--- src/rtl/peer_link_pkg.sv ---
`default_nettype none
// ============================================================================
// Module      : peer_link_pkg
// Description : Shared widths, FSM encoding and word layout for the receive
//               end of the two-board versus link.
// Revision    : 1.0 - initial release
// ============================================================================
package peer_link_pkg;

    localparam int SCORE_W = 6;
    localparam int STATE_W = 3;
    localparam int WORD_W  = SCORE_W + STATE_W;
    localparam int PEND_W  = 4;

    // Link lock state: the first accepted word is only a baseline
    typedef enum logic [0:0] {
        WAIT_LOCK = 1'b0,
        LOCKED    = 1'b1
    } link_state_t;

    // Opponent bus word, score in the upper bits
    typedef struct packed {
        logic [SCORE_W-1:0] score;
        logic [STATE_W-1:0] state;
    } peer_word_t;

endpackage
`default_nettype wire

--- src/rtl/peer_link_rx_sync2.sv ---
`default_nettype none
// ============================================================================
// Module      : sync2
// Description : Parameterised-width two-flop synchroniser, cleared on reset.
//               Shared by the peer link, keypad and pushbutton inputs.
// Revision    : 1.0 - initial release
// ============================================================================
module sync2 #(
    parameter int WIDTH = 1
) (
    input  logic             clk,
    input  logic             rst_n,
    input  logic [WIDTH-1:0] i_d,
    output logic [WIDTH-1:0] o_q
);

    logic [WIDTH-1:0] r_meta;
    logic [WIDTH-1:0] r_sync;

    // Two-stage capture of the asynchronous inputs
    always_ff @(posedge clk or negedge rst_n) begin
        if (!rst_n) begin
            r_meta <= '0;
            r_sync <= '0;
        end else begin
            r_meta <= i_d;
            r_sync <= r_meta;
        end
    end

    assign o_q = r_sync;

endmodule
`default_nettype wire

--- src/rtl/peer_link_rx.sv ---
`default_nettype none
// ============================================================================
// Module      : peer_link_rx
// Description : Receive end of the versus link. Synchronises the opponent's
//               static score/state bus, accepts a word only after it has been
//               identical for STABLE_CNT sample ticks, and turns score
//               increases into queued add-line requests.
//               Optional parity checking: define PEER_LINK_PARITY_EN.
// Revision    : 1.0 - initial release
// ============================================================================
module peer_link_rx
    import peer_link_pkg::*;
#(
    parameter int SAMPLE_DIV = 100,
    parameter int STABLE_CNT = 4,
    parameter int MAX_PEND   = 15
) (
    input  logic               clk,
    input  logic               rst_n,
    input  logic [SCORE_W-1:0] score_in,
    input  logic [STATE_W-1:0] state_in,
    input  logic               add_line_ack,
`ifdef PEER_LINK_PARITY_EN
    input  logic               par_in,
    output logic [7:0]         par_err_cnt,
`endif
    output logic [SCORE_W-1:0] score_rx,
    output logic [STATE_W-1:0] state_rx,
    output logic               rx_valid,
    output logic               state_chg,
    output logic               add_line_req,
    output logic [PEND_W-1:0]  pend_cnt
);

    localparam int c_DIV_W  = (SAMPLE_DIV > 1) ? $clog2(SAMPLE_DIV) : 1;
    localparam int c_STAB_W = $clog2(STABLE_CNT + 1);
    localparam int c_SUM_W  = SCORE_W + 2;

    localparam logic [c_DIV_W-1:0]  c_DIV_LAST = c_DIV_W'(SAMPLE_DIV - 1);
    localparam logic [c_STAB_W-1:0] c_STAB_MAX = c_STAB_W'(STABLE_CNT);
    localparam logic [c_STAB_W-1:0] c_STAB_PRE = c_STAB_W'(STABLE_CNT - 1);
    localparam logic [c_SUM_W-1:0]  c_PEND_MAX = c_SUM_W'(MAX_PEND);

    peer_word_t           w_word;
    logic                 w_par_ok;
    logic                 w_tick;
    logic                 w_match;
    logic                 w_accept;
    logic [SCORE_W:0]     w_delta;
    logic [SCORE_W:0]     w_credit;
    logic                 w_ack_ok;
    logic [c_SUM_W-1:0]   w_sum;
    logic [PEND_W-1:0]    w_pend_next;

    logic [c_DIV_W-1:0]   r_div;
    peer_word_t           r_cand;
    logic [c_STAB_W-1:0]  r_stab;
    link_state_t          r_fsm;
    logic [SCORE_W-1:0]   r_score_rx;
    logic [STATE_W-1:0]   r_state_rx;
    logic                 r_rx_valid;
    logic                 r_state_chg;
    logic [PEND_W-1:0]    r_pend;

`ifdef PEER_LINK_PARITY_EN
    localparam int c_SYNC_W = WORD_W + 1;
    logic [c_SYNC_W-1:0]  w_sync;
    logic [7:0]           r_par_err;

    sync2 #(.WIDTH(c_SYNC_W)) u_sync (
        .clk   (clk),
        .rst_n (rst_n),
        .i_d   ({score_in, state_in, par_in}),
        .o_q   (w_sync)
    );

    assign w_word   = w_sync[c_SYNC_W-1:1];
    // Even parity: the XOR over word and parity bit must be zero
    assign w_par_ok = ~(^w_sync);

    // Saturating count of sample ticks that saw a parity error
    always_ff @(posedge clk or negedge rst_n) begin
        if (!rst_n) begin
            r_par_err <= '0;
        end else if (w_tick && !w_par_ok && (r_par_err != 8'hFF)) begin
            r_par_err <= r_par_err + 8'd1;
        end
    end

    assign par_err_cnt = r_par_err;
`else
    sync2 #(.WIDTH(WORD_W)) u_sync (
        .clk   (clk),
        .rst_n (rst_n),
        .i_d   ({score_in, state_in}),
        .o_q   (w_word)
    );

    assign w_par_ok = 1'b1;
`endif

    // Free-running sample divider, tick on its last count
    always_ff @(posedge clk or negedge rst_n) begin
        if (!rst_n) begin
            r_div <= '0;
        end else if (r_div == c_DIV_LAST) begin
            r_div <= '0;
        end else begin
            r_div <= r_div + 1'b1;
        end
    end

    assign w_tick   = (r_div == c_DIV_LAST);
    assign w_match  = (w_word == r_cand);
    // Fires once, on the tick that completes the run of identical samples
    assign w_accept = w_tick && w_par_ok && w_match && (r_stab == c_STAB_PRE);

    // Stability filter: track the candidate word and its run length
    always_ff @(posedge clk or negedge rst_n) begin
        if (!rst_n) begin
            r_cand <= '0;
            r_stab <= '0;
        end else if (w_tick) begin
            if (!w_par_ok) begin
                r_stab <= '0;
            end else if (w_match) begin
                if (r_stab != c_STAB_MAX) begin
                    r_stab <= r_stab + 1'b1;
                end
            end else begin
                r_cand <= w_word;
                r_stab <= c_STAB_W'(1);
            end
        end
    end

    // Credit is the score increase; a drop means the opponent restarted
    assign w_delta  = (r_cand.score > r_score_rx)
                    ? ({1'b0, r_cand.score} - {1'b0, r_score_rx})
                    : '0;
    assign w_credit = (w_accept && (r_fsm == LOCKED)) ? w_delta : '0;
    assign w_ack_ok = add_line_ack && (r_pend != '0);
    // Wide sum so saturation happens before truncating to the counter width
    assign w_sum    = c_SUM_W'(r_pend) + c_SUM_W'(w_credit) - c_SUM_W'(w_ack_ok);
    assign w_pend_next = (w_sum > c_PEND_MAX) ? PEND_W'(MAX_PEND) : w_sum[PEND_W-1:0];

    // Lock FSM with registered outputs and pending-line counter
    always_ff @(posedge clk or negedge rst_n) begin
        if (!rst_n) begin
            r_fsm       <= WAIT_LOCK;
            r_score_rx  <= '0;
            r_state_rx  <= '0;
            r_rx_valid  <= 1'b0;
            r_state_chg <= 1'b0;
            r_pend      <= '0;
        end else begin
            r_state_chg <= 1'b0;
            r_pend      <= w_pend_next;
            case (r_fsm)
                WAIT_LOCK: begin
                    if (w_accept) begin
                        r_score_rx <= r_cand.score;
                        r_state_rx <= r_cand.state;
                        r_rx_valid <= 1'b1;
                        r_fsm      <= LOCKED;
                    end
                end
                LOCKED: begin
                    if (w_accept) begin
                        r_score_rx  <= r_cand.score;
                        r_state_rx  <= r_cand.state;
                        r_state_chg <= (r_cand.state != r_state_rx);
                    end
                end
            endcase
        end
    end

    assign score_rx     = r_score_rx;
    assign state_rx     = r_state_rx;
    assign rx_valid     = r_rx_valid;
    assign state_chg    = r_state_chg;
    assign pend_cnt     = r_pend;
    assign add_line_req = (r_pend != '0);

endmodule
`default_nettype wire

--- config.mk ---
export PLATFORM = sky130hd
export DESIGN_NAME = peer_link_rx
export DESIGN_NICKNAME = d
export VERILOG_FILES = /design/src/rtl/peer_link_pkg.sv /design/src/rtl/peer_link_rx_sync2.sv /design/src/rtl/peer_link_rx.sv
export SDC_FILE = /design/constraint.sdc
export NUM_CORES = 1
export LEC_CHECK = 0
export BUFFER_PORTS_ARGS = -buffer_cell sky130_fd_sc_hd__buf_2
export CAP_MARGIN = 20
export CORE_ASPECT_RATIO = 2
export CORE_MARGIN = 10
export CORE_UTILIZATION = 51
export CTS_CLUSTER_SIZE = 24
export DETAILED_ROUTE_END_ITERATION = 16
export PLACE_DENSITY = 0.73
export RECOVER_POWER = 100
export SLEW_MARGIN = 20
export SYNTH_ARGS = -nofsm -noshare
export SYNTH_HDL_FRONTEND = slang
export SYNTH_SLANG_ARGS = --single-unit
--- constraint.sdc ---
create_clock -name clk -period 3.5 [get_ports clk]
set_clock_uncertainty 0.2 [all_clocks]
set_input_delay 0.175 -clock clk [delete_from_list [all_inputs] [get_ports clk]]
set_output_delay 0.175 -clock clk [all_outputs]
set_load 0.02 [all_outputs]
==> results_dict.tcl <==
set metrics [dict create \
    path_clk_slew_ns 0.09 \
    first_pass_iters 4 \
    max_freq_mhz 283 \
    syn_inst 246 \
    highest_layer "met4" \
    synth.avg_cell_area_um2 11.2 \
    gr-total-overflow 0 \
    nets 361 \
    clock_path_buffers 2 \
    post-synth-top-count-cell "dfrtp_1" \
    power_density_nw_per_um2 449 \
    synth_area_leaders "dfrtp_1, ha_1, xnor2_1, mux2_2, inv_1" \
    die_area_um2 8900 \
    die_h_um 124 \
    ys_ff_latch 53 \
    wirelength_um 6390 \
    wl_met3_um 178 \
    whs_ns 0.155 \
    antenna_left 0 \
    critPathLaunchType "register" \
    routed-wl-met2_um 3750 \
    cts_buffers 5 \
    power_leakage_nw 1.63 \
    ys_warn_count 0 \
    worstMarginPinSlew_ns 1.51 \
    ys_seq_area_frac 0.482 \
    syn-num-nets 281 \
    grt_usage 0.153 \
    worstHoldPathType "reg2reg" \
    clk_latency_ns 0.32 \
    initial_core_util 0.530 \
    rsz0062_at_grt "yes" \
    timing.final.hold_violations 0 \
    maxCapViolCount 1 \
    antenna_found_initial 0 \
    cp.arrival_ns 3.52 \
    outcome "complete, but fails checks" \
    fill_cells 397 \
    via_count 2112 \
    cts_tree "built" \
    max_slew_margin -0.00511 \
    synth_ff_type "dfrtp_1" \
    post-route-drc-count 0 \
    p_total_mw 1.65 \
    path_class "reg2reg" \
    die_x_um 71.9 \
    yosysUniqueCellTypes 47 \
    timing.final.ws_setup_ns -0.0295 \
    num_rows 37 \
    ioPinCount 28 \
    endpoint_kind "register" \
    cts.htree.levels 2 \
    routedWlPerCell_um 16.6 \
    drt_iter0_drc 56 \
    antennaDiodeCount 0 \
    grt_max_degree 31 \
    finalSetupViolCount 4 \
    synth_edf_count 0 \
    slew_viol_final 31 \
    cts_root_buf "clkbuf_8" \
    area_delta_synth_final_pct 34.1 \
    layout-drive-gt1-share 0.339 \
    ir_drop_mv 0.399 \
    fp.coreArea_um2 5180 \
    place_hpwl_um 5020 \
    port-buffer-count 27 \
    cp.required_ns 3.49 \
    cts.sink_count 53 \
    path_max_fanout 5 \
    yosys-top-cells-count "dfrtp_1, inv_1, ha_1" \
    pre_cts_ws_ns -0.180 \
    fin_crit_ns 3.53 \
    synth_largest_area_cell "dfrtp_1" \
    syn_area_um2 2750 \
    async_flop_share 1.00 \
    grt_pass1_wl_um 10500 \
    grt_pass1_vias 2346 \
    place.gp.congestion 0.865 \
    synth_top_cell_area_share 0.482 \
    m1WireLength_um 2080 \
    finalCritPeriodShare 1.01 \
    avgViaCountPerCell 5.49 \
    violations "max-capacitance violations, max-slew violations, negative setup slack" \
]
final cells by class:
| cell class | instances | area [µm²] | share of cell area |
|---|---|---|---|
| Inverter | 25 | 93.8 | 0.0254 |
| Timing Repair Buffer | 75 | 489 | 0.133 |
| Sequential cell | 53 | 1340 | 0.362 |
| Multi-Input combinational cell | 166 | 1560 | 0.423 |
| Clock buffer | 5 | 68.8 | 0.0187 |
| Tap cell | 58 | 72.6 | 0.0197 |
| Clock inverter | 3 | 68.8 | 0.0187 |
report_power, final:
part	internal (mW)	total [mW]	switching [mW]
clock	0.288	0.492	0.205
sequential	0.638	0.661	0.0227
combinational	0.250	0.502	0.252
cells by family (layout without fill, tap and decap cells):
| family | after synthesis | count (layout) | synth area share |
|---|---|---|---|
| adders and majority gates | 23 | 23 | 0.110 |
| muxes | 14 | 14 | 0.0569 |
| DFF | 53 | 53 | 0.482 |
| xor gates and xnor gates | 19 | 19 | 0.0605 |
| and+or+nand+nor | 70 | 70 | 0.148 |
| buffers and inverters | 27 | 108 | 0.0396 |
| AOI/OAI and AO/OA | 40 | 40 | 0.102 |
registers in the layout, indices dropped and copies added, names as in the netlist:
signal / count
state_rx: 3
state_chg: 1
pend_cnt: 4
rx_valid: 1
r_stab: 3
r_cand: 9
r_div: 7
u_sync.r_meta: 9
r_fsm: 1
score_rx: 6
u_sync.o_q: 9
repair_timing:
action	CTS	global route
buffers inserted	1	1
endpoints found under the hold margin	38	0
gates resized for setup	15	7
pin swaps	15	10
endpoints found under the setup margin	4	4
hold buffers	10	0
placed cells by master, fill, tap and decap left out, types with 2 or more instances in the layout:
cell	count
dfrtp_1	46
buf_4	35
inv_1	23
clkbuf_1	19
ha_1	14
xnor2_1	13
mux2_2	13
buf_2	11
nand2_1	10
nor2_1	10
dlygate4sd3_1	10
nand3_1	7
o21ai_0	7
ha_4	7
dfrtp_2	7
a21oi_1	5
xnor2_2	5
clkbuf_8	5
nand3b_1	4
nand4_1	4
nor2b_1	4
o21a_1	4
nand3_2	3
or3_1	3
nand2b_1	3
o21bai_1	3
inv_2	2
a21boi_0	2
nor3_1	2
nand4b_1	2
or2_4	2
a22o_1	2
and2_0	2
and3_1	2
a41oi_1	2
bufinv_16	2
stage by stage:
stage	utilization	std cells	area, µm²	TNS [ns]
6_report	0.711	385	3690	-0.0806
5_1_grt	0.711	385	3690	-0.660
4_1_cts	0.709	384	3680	-0.253
3_5_place_dp	0.644	365	3340	-0.682
3_3_place_gp	0.644	365	3340	-0.422
2_1_floorplan	-	246	2870	0
worst max-delay path, cell delays in order, from the launching register on:
cell and delay, ns:
dfrtp_1 0.36, ha_1 0.17, and4bb_4 0.26, nand3_2 0.09, nor4_4 0.30, o2111ai_4 0.19
or3_1 0.39, ha_1 0.31, inv_2 0.07, ha_4 0.21, a21oi_4 0.18, a31oi_2 0.13
nor3_4 0.22, o311a_4 0.23, nand3b_1 0.09
final timing paths:
check,cells after the start,slack (ns),startpoint,end
setup / recovery,14,-0.03,r_div[1]$_DFF_PN0_,pend_cnt[1]$_DFF_PN0_
hold / removal,0,0.15,u_sync.r_meta[2]$_DFF_PN0_,u_sync.o_q[2]$_DFF_PN0_
setup reg to reg,14,-0.03,r_div[1]$_DFF_PN0_,pend_cnt[1]$_DFF_PN0_
hold reg to reg,0,0.15,u_sync.r_meta[2]$_DFF_PN0_,u_sync.o_q[2]$_DFF_PN0_
max in group asynchronous,3,0.72,rst_n,pend_cnt[0]$_DFF_PN0_
min in group asynchronous,2,0.56,rst_n,u_sync.r_meta[8]$_DFF_PN0_
metal layers:
layer	GRT usage	vias to the layer above
li1	-	1025
met2	0.304	41
met5	0	-
met1	0.121	1020
met4	0.114	0
met3	0.0342	26
Power figures use the tool's default switching activity.
